`config.mk`:
```
export PLATFORM = sky130hd
export DESIGN_NAME = pc_fetch_unit_flat
export DESIGN_NICKNAME = d
export VERILOG_FILES = /design/src/rtl/pc_fetch_unit_if.sv /design/src/rtl/pc_fetch_unit.sv /design/src/flat_wrapper.sv
export SDC_FILE = /design/constraint.sdc
export NUM_CORES = 1
export LEC_CHECK = 0
export BUFFER_PORTS_ARGS = -buffer_cell sky130_fd_sc_hd__buf_4
export CAP_MARGIN = 10
export CORE_MARGIN = 2
export CORE_UTILIZATION = 51
export CTS_CLUSTER_SIZE = 10
export DETAILED_ROUTE_END_ITERATION = 8
export GPL_TIMING_DRIVEN = 0
export PLACE_DENSITY = 0.84
export SLEW_MARGIN = 20
export SYNTH_ARGS = -nofsm -noshare
export SYNTH_HDL_FRONTEND = slang
export SYNTH_SLANG_ARGS = --single-unit
```
`constraint.sdc`:
```
create_clock -name clk -period 4.1 [get_ports clk]
set_clock_uncertainty 0.15 [all_clocks]
set_input_delay 0.41 -clock clk [delete_from_list [all_inputs] [get_ports clk]]
set_output_delay 0.41 -clock clk [all_outputs]
set_load 0.02 [all_outputs]
```
`src/rtl/pc_fetch_unit_if.sv`:
```
`default_nettype none
// ============================================================================
// Module      : pc_fetch_unit_if
// Description : Bundle of fetch-stage signals: redirect inputs from
//               decode/execute, the instruction-memory handshake, and the
//               PC values sent downstream.
//               master = fetch unit side, slave = surrounding pipeline.
// Revision    : 1.0 - initial release
// ============================================================================
interface pc_fetch_unit_if;
    // Pipeline control and redirect sources
    logic        stall;
    logic        redir_valid;
    logic [2:0]  npc_sel;
    logic [15:0] br_off;
    logic [25:0] j_index;
    logic [31:0] jr_target;
    logic [31:0] exc_target;
    // Instruction-memory handshake
    logic        imem_ready;
    logic        imem_req;
    logic [31:0] imem_addr;
    // PC values for downstream logic and alignment status
    logic [31:0] pc;
    logic [31:0] pc_plus4;
    logic        inst_valid;
    logic        addr_err;
    logic [31:0] bad_vaddr;

    modport master (
        input  stall, redir_valid, npc_sel, br_off, j_index, jr_target,
               exc_target, imem_ready,
        output imem_req, imem_addr, pc, pc_plus4, inst_valid, addr_err,
               bad_vaddr
    );

    modport slave (
        output stall, redir_valid, npc_sel, br_off, j_index, jr_target,
               exc_target, imem_ready,
        input  imem_req, imem_addr, pc, pc_plus4, inst_valid, addr_err,
               bad_vaddr
    );
endinterface
`default_nettype wire

```
`src/rtl/pc_fetch_unit.sv`:
```
`default_nettype none
// ============================================================================
// Module      : pc_fetch_unit
// Description : Fetch-stage PC register and next-PC selection (sequential,
//               branch, jump, register, exception/eret) with an
//               instruction-memory ready handshake and a one-entry pending
//               redirect latch for redirects that arrive while a fetch is
//               still outstanding.
//               Optional macro PC_ALIGN_CHECK_EN: reject misaligned
//               register/exception targets and report them on
//               addr_err/bad_vaddr. Without it, target bits [1:0] are
//               forced to zero.
// Revision    : 1.0 - initial release
// ============================================================================
module pc_fetch_unit #(
    parameter logic [31:0] RESET_PC = 32'h0040_0000
) (
    input  logic            clk,
    input  logic            rst_n,
    pc_fetch_unit_if.master bus
);

    typedef enum logic [1:0] {
        S_RST   = 2'd0,
        S_FETCH = 2'd1,
        S_HOLD  = 2'd2
    } state_t;

    localparam logic [2:0] SEL_BRANCH = 3'd1;
    localparam logic [2:0] SEL_JUMP   = 3'd2;
    localparam logic [2:0] SEL_REG    = 3'd3;
    localparam logic [2:0] SEL_EXC    = 3'd4;

    state_t      state_q, state_d;
    logic [31:0] pc_q, pc_d;
    logic [31:0] pend_pc_q, pend_pc_d;
    logic        pend_v_q, pend_v_d;
    logic        pend_exc_q, pend_exc_d;
    logic [31:0] bad_vaddr_q, bad_vaddr_d;

    logic [31:0] pc_plus4;
    logic [31:0] br_target;
    logic [31:0] j_target;
    logic [31:0] reg_target;
    logic [31:0] exc_target;
    logic        reg_bad;
    logic        exc_bad;
    logic        cur_exc;
    logic        cur_norm;
    logic [31:0] cur_norm_target;
    logic        complete;
    logic        addr_err;

    assign pc_plus4  = pc_q + 32'd4;
    assign br_target = pc_plus4 + {{14{bus.br_off[15]}}, bus.br_off, 2'b00};
    assign j_target  = {pc_plus4[31:28], bus.j_index, 2'b00};

`ifdef PC_ALIGN_CHECK_EN
    assign reg_target = bus.jr_target;
    assign exc_target = bus.exc_target;
    assign reg_bad    = |bus.jr_target[1:0];
    assign exc_bad    = |bus.exc_target[1:0];
`else
    // Low target bits are simply dropped, so no target is ever rejected.
    logic unused_low_bits;
    assign unused_low_bits = ^{bus.jr_target[1:0], bus.exc_target[1:0]};
    assign reg_target = {bus.jr_target[31:2], 2'b00};
    assign exc_target = {bus.exc_target[31:2], 2'b00};
    assign reg_bad    = 1'b0;
    assign exc_bad    = 1'b0;
`endif

    // Classify this cycle's redirect: exception vs. ordinary taken target.
    always_comb begin
        cur_exc         = bus.redir_valid && (bus.npc_sel == SEL_EXC) && !exc_bad;
        cur_norm        = 1'b0;
        cur_norm_target = pc_plus4;
        if (bus.redir_valid) begin
            case (bus.npc_sel)
                SEL_BRANCH: begin cur_norm = 1'b1;     cur_norm_target = br_target;  end
                SEL_JUMP:   begin cur_norm = 1'b1;     cur_norm_target = j_target;   end
                SEL_REG:    begin cur_norm = !reg_bad; cur_norm_target = reg_target; end
                default:    ;
            endcase
        end
        addr_err = bus.redir_valid &&
                   (((bus.npc_sel == SEL_REG) && reg_bad) ||
                    ((bus.npc_sel == SEL_EXC) && exc_bad));
    end

    // A fetch completes when its word is in hand and the pipeline accepts it.
    always_comb begin
        complete = ((state_q == S_FETCH) && bus.imem_ready && !bus.stall) ||
                   ((state_q == S_HOLD) && !bus.stall);
    end

    // Next-state, next-PC, pending-latch and bad-address computation.
    always_comb begin
        state_d     = state_q;
        pc_d        = pc_q;
        pend_pc_d   = pend_pc_q;
        pend_v_d    = pend_v_q;
        pend_exc_d  = pend_exc_q;
        bad_vaddr_d = bad_vaddr_q;

        case (state_q)
            S_RST:   state_d = S_FETCH;
            S_FETCH: if (bus.imem_ready && bus.stall) state_d = S_HOLD;
            S_HOLD:  if (!bus.stall) state_d = S_FETCH;
            default: state_d = S_RST;
        endcase

        if (complete) begin
            if (cur_exc)       pc_d = exc_target;
            else if (cur_norm) pc_d = cur_norm_target;
            else if (pend_v_q) pc_d = pend_pc_q;
            else               pc_d = pc_plus4;
            pend_v_d   = 1'b0;
            pend_exc_d = 1'b0;
        end else if (cur_exc) begin
            pend_pc_d  = exc_target;
            pend_v_d   = 1'b1;
            pend_exc_d = 1'b1;
        end else if (cur_norm && !(pend_v_q && pend_exc_q)) begin
            // A held exception redirect must not be displaced by ordinary flow.
            pend_pc_d  = cur_norm_target;
            pend_v_d   = 1'b1;
            pend_exc_d = 1'b0;
        end

        if (addr_err) begin
            bad_vaddr_d = (bus.npc_sel == SEL_REG) ? bus.jr_target : bus.exc_target;
        end
    end

    // State and PC registers; reset takes effect asynchronously mid-fetch.
    always_ff @(posedge clk or negedge rst_n) begin
        if (!rst_n) begin
            state_q     <= S_RST;
            pc_q        <= RESET_PC;
            pend_pc_q   <= 32'd0;
            pend_v_q    <= 1'b0;
            pend_exc_q  <= 1'b0;
            bad_vaddr_q <= 32'd0;
        end else begin
            state_q     <= state_d;
            pc_q        <= pc_d;
            pend_pc_q   <= pend_pc_d;
            pend_v_q    <= pend_v_d;
            pend_exc_q  <= pend_exc_d;
            bad_vaddr_q <= bad_vaddr_d;
        end
    end

    assign bus.imem_req   = (state_q == S_FETCH);
    assign bus.imem_addr  = pc_q;
    assign bus.pc         = pc_q;
    assign bus.pc_plus4   = pc_plus4;
    assign bus.inst_valid = complete;
    assign bus.addr_err   = addr_err;
    assign bus.bad_vaddr  = bad_vaddr_q;

endmodule
`default_nettype wire

```
`src/flat_wrapper.sv`:
```
// flat-port wrapper written by rule: the top's interface ports become plain ports
module pc_fetch_unit_flat 
#(
    parameter logic [31:0] RESET_PC = 32'h0040_0000
)
  (clk, rst_n, bus_stall, bus_redir_valid, bus_npc_sel, bus_br_off, bus_j_index, bus_jr_target, bus_exc_target, bus_imem_ready, bus_imem_req, bus_imem_addr, bus_pc, bus_pc_plus4, bus_inst_valid, bus_addr_err, bus_bad_vaddr);
  pc_fetch_unit_if bus_i ();
  input  logic clk;
  input  logic rst_n;
  input wire logic [$bits(bus_i.stall)-1:0] bus_stall;
  input wire logic [$bits(bus_i.redir_valid)-1:0] bus_redir_valid;
  input wire logic [$bits(bus_i.npc_sel)-1:0] bus_npc_sel;
  input wire logic [$bits(bus_i.br_off)-1:0] bus_br_off;
  input wire logic [$bits(bus_i.j_index)-1:0] bus_j_index;
  input wire logic [$bits(bus_i.jr_target)-1:0] bus_jr_target;
  input wire logic [$bits(bus_i.exc_target)-1:0] bus_exc_target;
  input wire logic [$bits(bus_i.imem_ready)-1:0] bus_imem_ready;
  output wire logic [$bits(bus_i.imem_req)-1:0] bus_imem_req;
  output wire logic [$bits(bus_i.imem_addr)-1:0] bus_imem_addr;
  output wire logic [$bits(bus_i.pc)-1:0] bus_pc;
  output wire logic [$bits(bus_i.pc_plus4)-1:0] bus_pc_plus4;
  output wire logic [$bits(bus_i.inst_valid)-1:0] bus_inst_valid;
  output wire logic [$bits(bus_i.addr_err)-1:0] bus_addr_err;
  output wire logic [$bits(bus_i.bad_vaddr)-1:0] bus_bad_vaddr;
  assign bus_i.stall = bus_stall;
  assign bus_i.redir_valid = bus_redir_valid;
  assign bus_i.npc_sel = bus_npc_sel;
  assign bus_i.br_off = bus_br_off;
  assign bus_i.j_index = bus_j_index;
  assign bus_i.jr_target = bus_jr_target;
  assign bus_i.exc_target = bus_exc_target;
  assign bus_i.imem_ready = bus_imem_ready;
  assign bus_imem_req = bus_i.imem_req;
  assign bus_imem_addr = bus_i.imem_addr;
  assign bus_pc = bus_i.pc;
  assign bus_pc_plus4 = bus_i.pc_plus4;
  assign bus_inst_valid = bus_i.inst_valid;
  assign bus_addr_err = bus_i.addr_err;
  assign bus_bad_vaddr = bus_i.bad_vaddr;
  pc_fetch_unit #(.RESET_PC(RESET_PC)) u_core (.clk(clk), .rst_n(rst_n), .bus(bus_i));
endmodule
```
==> results.txt, run 1 <==
status: completed
drt via density: 6.02
Setup crit start kind: flip-flop
CTS sink count: 68
RSZ-0062 raised after global routing: true
post-synthesis sequential area ratio: 0.257
CTS tree: yes
max-slew violation count: 0
antenna violations before repair: 0
Layout area overhead: 38.2%
H-tree depth: 3
post-DP HPWL: 18.6 mm
slew margin rel.: 0.389
Post-synth ARST share: 1.00
CP arrival: 4050 ps
Routed WL: 25.2 mm
Die Ht: 118 µm
port bufs: 205
Starting Density: 0.523
Worst Path Max Fanout: 8
post-placement cell count: 1244
DRC errors left: 0
met1 WL: 10.0 mm
max frequency: 249 MHz
GRT Util Overall: 0.348
total CTS buffers: 9
Setup crit end kind: flip-flop
Antenna Nets Post-Route: 0
Synth Cell Area: 0.00663 mm²
ranking of synthesized cells by area: dfrtp_1 (25%), buf_4 (7.7%), ha_1 (6.4%)
most frequent cells in the layout: buf_4 (288), nand2_1 (89), a21oi_1 (67)
total power: 6.14 mW
Final Hold Fails: 0
type of the tightest min-delay check: in -> async
DRT iter0 DRCs: 963
commonest non-fill, non-tap cell in the layout: buf_4
grt ovf: 0
routed length per instance: 19.8 µm
Lkg Pwr: 4.18 nW
CP required: 4130 ps
clk slew on worst S/H paths: 60 ps
VDD IR max: 0.415 mV
Pre-antenna DRT Iters: 6
final instance area: 0.00916 mm²
Max-cap violations: 0
first-pass GRT wire length: 38.6 mm
power density over the cells: 670 mW/mm²
fin crit share: 0.980
Yosys reg bits: 68
final setup violation count: 0
Final GP Congestion: 0.976
die width: 118 µm
Core ar.: 0.0127 mm²
CTS max path bufs: 2
post-place instance area: 0.00853 mm²
Min Clock Period, post-route: 4020 ps
vias in the first global route: 7162
post-synth top area cell: dfrtp_1
Layout Utilization: 0.723
met3 routed WL: 2.85 mm
Synth cell types: 76
Avg Cell Area, Syn: 7.93 µm²
# rows: 41
final worst slack: 83.9 ps
Post-synth EDFFs: 0
critical setup path kind: reg -> reg
worst slew pin tran: 916 ps
clock root buffer: clkbuf_16
fin cells: 1273
Top Metal Used: met4
largest net degree at the start of global routing: 69
dpl ws: -455 ps
fin nets: 1245
cells after synthesis: 835
Die Area: 0.0139 mm²
met2 routed WL: 11.3 mm
CTS Hold Bufs: 0
share of cells above drive strength 1: 0.351
Synth Warn #: 0
Yosys top cell area share: 0.253
via count: 7668
Main synth FF type: dfrtp_1
Skew-Pair Late Insertion Delay: 340 ps
I/O pin count: 245
Antenna diodes: 0
## what timing repair did
item,4_1_cts,5_1_grt
buffers inserted,5,9
gates resized for setup,11,37
endpoints found under the setup margin,14,16
pin swaps,4,12
cloned,0,0
## Yosys cell counts (7+ instances only)
cell type  number
nand4_1        13
a31oi_1        37
a21oi_1        68
nor2b_1         7
nand3_1        18
a22o_1          7
and3_1          8
nor2_1         65
a222oi_1       11
ha_1           34
nand2_1        89
xor2_1         18
o211ai_1       22
buf_2          12
buf_4          68
dfrtp_1        67
a21o_1          7
mux2i_1         7
clkbuf_1       31
xnor2_1        30
nand2b_1       24
inv_1          15
mux2_2         12
o21ai_0        50
a22oi_1        14
## registers in the layout (all words and copies together), names as in the netlist
signal	count
u_core.bus.imem_addr	32
u_core.pend_exc_q	1
u_core.pend_pc_q	32
u_core.pend_v_q	1
u_core.state_q	2
## critical path, cell delays in order, from the launching register on
cell and delay (ps):
dfrtp_2 400, ha_4 150, and4_4 280, and2_4 170, and3_4 240, nand3_2 110
xnor2_2 220, ha_1 260, buf_4 170, and3_4 170, a221oi_2 280, o21ai_2 120
and3_1 170, o31a_1 280, or3_4 350, a31oi_4 210, a31oi_1 110
## layout make-up
class | instances | area [µm²]
buffer | 113 | 704
clock buffer | 10 | 239
clock inverter | 6 | 87.6
fill | 1034 | 3520
inverter | 15 | 56.3
multi-input combinational | 670 | 4500
sequential | 68 | 1710
tap | 172 | 215
timing repair buffer | 219 | 1640
## cells by family after synthesis
group | Yosys count | share of synthesized area
compound gates | 267 | 0.262
xor+xnor | 49 | 0.0659
simple gates | 267 | 0.201
mux | 19 | 0.0310
fa+ha+maj | 35 | 0.0672
flops | 68 | 0.257
buf+inv | 129 | 0.115
other cells | 1 | 0.000566
## path summary, 6_finish.rpt
| check | to | startpoint | slack (ps) | cells after the start |
|---|---|---|---|---|
| min in group clk | u_core.state_q[0] | bus_imem_ready | 110 | 2 |
| max in group asynchronous | u_core.bus.imem_addr[4] | rst_n | 3090 | 1 |
| min | u_core.bus.imem_addr[20] | rst_n | 50 | 1 |
| min reg2reg | u_core.pend_pc_q[12] | u_core.pend_pc_q[12] | 330 | 2 |
| max reg2reg | u_core.bus.imem_addr[31] | u_core.bus.imem_addr[2] | 80 | 16 |
| max | u_core.bus.imem_addr[31] | u_core.bus.imem_addr[2] | 80 | 16 |
## per-stage QoR
| stage | TNS [ps] | hold slack (ps) |
|---|---|---|
| floorplan | 0 | -35.6 |
| global route | -91.3 | 109 |
| finish | 0 | 45.9 |
| CTS | -9.57 | 87.8 |
| detailed placement | -2570 | 309 |
| global placement | -2190 | 299 |
## layer usage
layer | GRT usage | vias up
li1 | - | 3487
met1 | 0.463 | 3543
met2 | 0.543 | 552
met3 | 0.0761 | 86
met4 | 0.154 | 0
met5 | 0 | -
## power breakdown
part           total (mW)  internal, mW  leakage, nW  switching (mW)
sequential           1.17         0.871        0.829           0.303
clock               0.871         0.549        0.162           0.322
combinational        4.09          1.79         3.19            2.30
total                6.14          3.21         4.18            2.93
(Power assumes the default switching activity.)
==> run 2, diff against run 1 <==
--- a/config.mk
+++ b/config.mk
@@ -13,6 +13,7 @@
 export DETAILED_ROUTE_END_ITERATION = 8
 export GPL_TIMING_DRIVEN = 0
 export PLACE_DENSITY = 0.84
+export RECOVER_POWER = 100
 export SLEW_MARGIN = 20
 export SYNTH_ARGS = -nofsm -noshare
 export SYNTH_HDL_FRONTEND = slang
==> results.txt, run 2 (synthesized netlist as in run 1, its figures left out) <==
Layout area overhead: 37.6% (was 38.2%)
max-slew violation count: 69 (was 0)
final worst slack: 77.4 ps (was 83.9 ps)
type of the tightest min-delay check: in -> reg (was in -> async)
largest net degree at the start of global routing: 69 (unchanged)
total negative slack: 0 ps (unchanged)
commonest non-fill, non-tap cell in the layout: buf_4 (unchanged)
port bufs: 205 (unchanged)
Routed WL: 25.3 mm (was 25.2 mm)
status: complete, but fails checks (was completed)
HP Start: bus_imem_ready
CTS Hold Bufs: 0 (unchanged)
Sw Ratio: 0.481 (was 0.477)
hold depth: 2
slew margin rel.: -0.203 (was 0.389)
Die Area: 0.0139 mm² (unchanged)
post-place instance area: 0.00853 mm² (unchanged)
CTS sink count: 68 (unchanged)
# rows: 41 (unchanged)
Worst R2R Path Depth: 14 (was 16)
critical setup path kind: reg -> reg (unchanged)
Setup crit end kind: flip-flop (unchanged)
hold endpoint: u_core.state_q[0]
Skew-Pair Late Insertion Delay: 340 ps (about the same)
Max-cap violations: 1 (was 0)
RSZ-0062 raised after global routing: true (unchanged)
GRT Util Overall: 0.348 (unchanged)
CP arrival: 4050 ps (about the same)
vias in the first global route: 7162 (unchanged)
Worst Path Max Fanout: 7 (was 8)
FF-to-FF Start: u_core.bus.imem_addr[14] (was u_core.bus.imem_addr[2])
power density over the cells: 670 mW/mm² (about the same)
Layout Utilization: 0.719 (was 0.723)
sequential share of power: 0.192 (was 0.191)
Antenna diodes: 0 (unchanged)
Min Clock Period, post-route: 4020 ps (about the same)
VDD IR max: 0.403 mV (was 0.415 mV)
drt via density: 6.03 (was 6.02)
fillers: 1049 (was 1034)
antenna violations before repair: 0 (unchanged)
total CTS buffers: 9 (unchanged)
Lkg Pwr: 4.14 nW (was 4.18 nW)
R2R Path End: u_core.bus.imem_addr[31] (unchanged)
Worst path slowest cell: dfrtp_1 (was dfrtp_2)
Internal Power: 3.17 mW (was 3.21 mW)
Antenna Nets Post-Route: 0 (unchanged)
H-tree depth: 3 (unchanged)
fin nets: 1245 (unchanged)
most frequent cells in the layout: buf_4 (277), nand2_1 (89), a21oi_1 (67) (was buf_4 (288), nand2_1 (89), a21oi_1 (67))
crit-path max cell delay: 520 ps (was 400 ps)
final instance area: 0.00911 mm² (was 0.00916 mm²)
CP Cell Sequence: nand4_1, and4bb_4, and2b_2, nor2b_1, xnor2_2, ha_4, and3_1, and2_2, nand3_1, a21oi_1, o31a_1, or3_4, a31oi_4, a31oi_1 (was ha_4, and4_4, and2_4, and3_4, nand3_2, xnor2_2, ha_1, buf_4, and3_4, a221oi_2, o21ai_2, and3_1, o31a_1, or3_4, a31oi_4, a31oi_1)
clock share of power: 0.143 (was 0.142)
post-placement cell count: 1244 (unchanged)
max frequency: 249 MHz (about the same)
Die Ht: 118 µm (unchanged)
Final GP Congestion: 0.976 (unchanged)
hold_ws: 107 ps (was 45.9 ps)
worst slew pin tran: 1800 ps (was 916 ps)
clock root buffer: clkbuf_16 (unchanged)
DRT iter0 DRCs: 1043 (was 963)
Net Switching: 2.93 mW (about the same)
share of cells above drive strength 1: 0.342 (was 0.351)
fin crit share: 0.981 (was 0.980)
routed length per instance: 19.9 µm (was 19.8 µm)
Core ar.: 0.0127 mm² (unchanged)
part of the power in combinational logic: 0.665 (was 0.667)
post-DP HPWL: 18.6 mm (unchanged)
Final Hold Fails: 0 (unchanged)
Setup crit start kind: flip-flop (unchanged)
Crit path buffers/inverters: 0 (was 1)
via count: 7676 (was 7668)
DRC errors left: 0 (unchanged)
fin cells: 1273 (unchanged)
Worst path top cell family by delay: simple AND/OR/NAND/NOR gates (unchanged)
failing checks: max-capacitance violations, max-slew violations
final setup violation count: 0 (unchanged)
CP required: 4130 ps (about the same)
I/O pin count: 245 (unchanged)
R2R Setup Slk: 80 ps (about the same)
first-pass GRT wire length: 38.6 mm (unchanged)
die width: 118 µm (unchanged)
dpl ws: -455 ps (unchanged)
grt ovf: 0 (unchanged)
total power: 6.11 mW (was 6.14 mW)
clk slew on worst S/H paths: 60 ps (about the same)
CTS tree: yes (unchanged)
Starting Density: 0.523 (unchanged)
Pre-antenna DRT Iters: 6 (unchanged)
CTS max path bufs: 2 (unchanged)
==> run 2: worst register-to-register path: stages, from the launching register on <==
cell and delay, ps:
dfrtp_1 520, nand4_1 190, and4bb_4 460, and2b_2 240, nor2b_1 220, xnor2_2 210
ha_4 290, and3_1 200, and2_2 220, nand3_1 80, a21oi_1 60, o31a_1 340
or3_4 350, a31oi_4 220, a31oi_1 110
==> run 2: worst max path at each step <==
stage                              from                        to  slack [ps]  cells past startpoint
3_3_place_gp    u_core.bus.imem_addr[2]  u_core.bus.imem_addr[31]        -450                     16
2_1_floorplan   u_core.bus.imem_addr[2]  u_core.bus.imem_addr[31]          60                     16
4_1_cts         u_core.bus.imem_addr[3]  u_core.bus.imem_addr[31]         -10                     17
5_1_grt        u_core.bus.imem_addr[11]      u_core.pend_pc_q[28]         -60                     15
3_5_place_dp    u_core.bus.imem_addr[2]  u_core.bus.imem_addr[31]        -450                     16
6_report       u_core.bus.imem_addr[14]  u_core.bus.imem_addr[31]          80                     14
==> run 2: metal layers <==
layer | vias to the layer above | global-route usage | part of all wire | wire length, µm
met2 | 500 | 0.543 | 0.45 | 11300
met5 | - | 0 | 0 | 0
li1 | 3479 | - | - | -
met4 | 0 | 0.154 | 0.043 | 1090
met3 | 92 | 0.0761 | 0.10 | 2650
met1 | 3605 | 0.463 | 0.41 | 10200
==> run 2: final cells by class <==
class | instances | area (µm²) | share of cell area
Multi-Input combinational cell | 670 | 4500 | 0.493
Sequential cell | 68 | 1710 | 0.188
Timing Repair Buffer | 219 | 1600 | 0.176
Buffer | 113 | 704 | 0.0773
Clock buffer | 10 | 239 | 0.0262
Tap cell | 172 | 215 | 0.0236
Clock inverter | 6 | 87.6 | 0.00961
Inverter | 15 | 56.3 | 0.00618
==> run 2: power by group through the flow <==
stage	Clock (mW)	Sequential [mW]	Combinational, mW
after floorplan	0	1.25	2.42
after global placement	0	1.17	3.78
after detailed placement	0	1.17	3.81
after CTS	0.868	1.15	3.90
after global routing	0.900	1.20	4.33
final	0.873	1.17	4.06
==> run 2: timing repair <==
action / in CTS / in global routing
endpoints found under the setup margin: 14 / 16
resized for setup: 11 / 37
setup buffers: 5 / 9
pin swaps: 4 / 12
hold endpoints to repair: 0 / 0
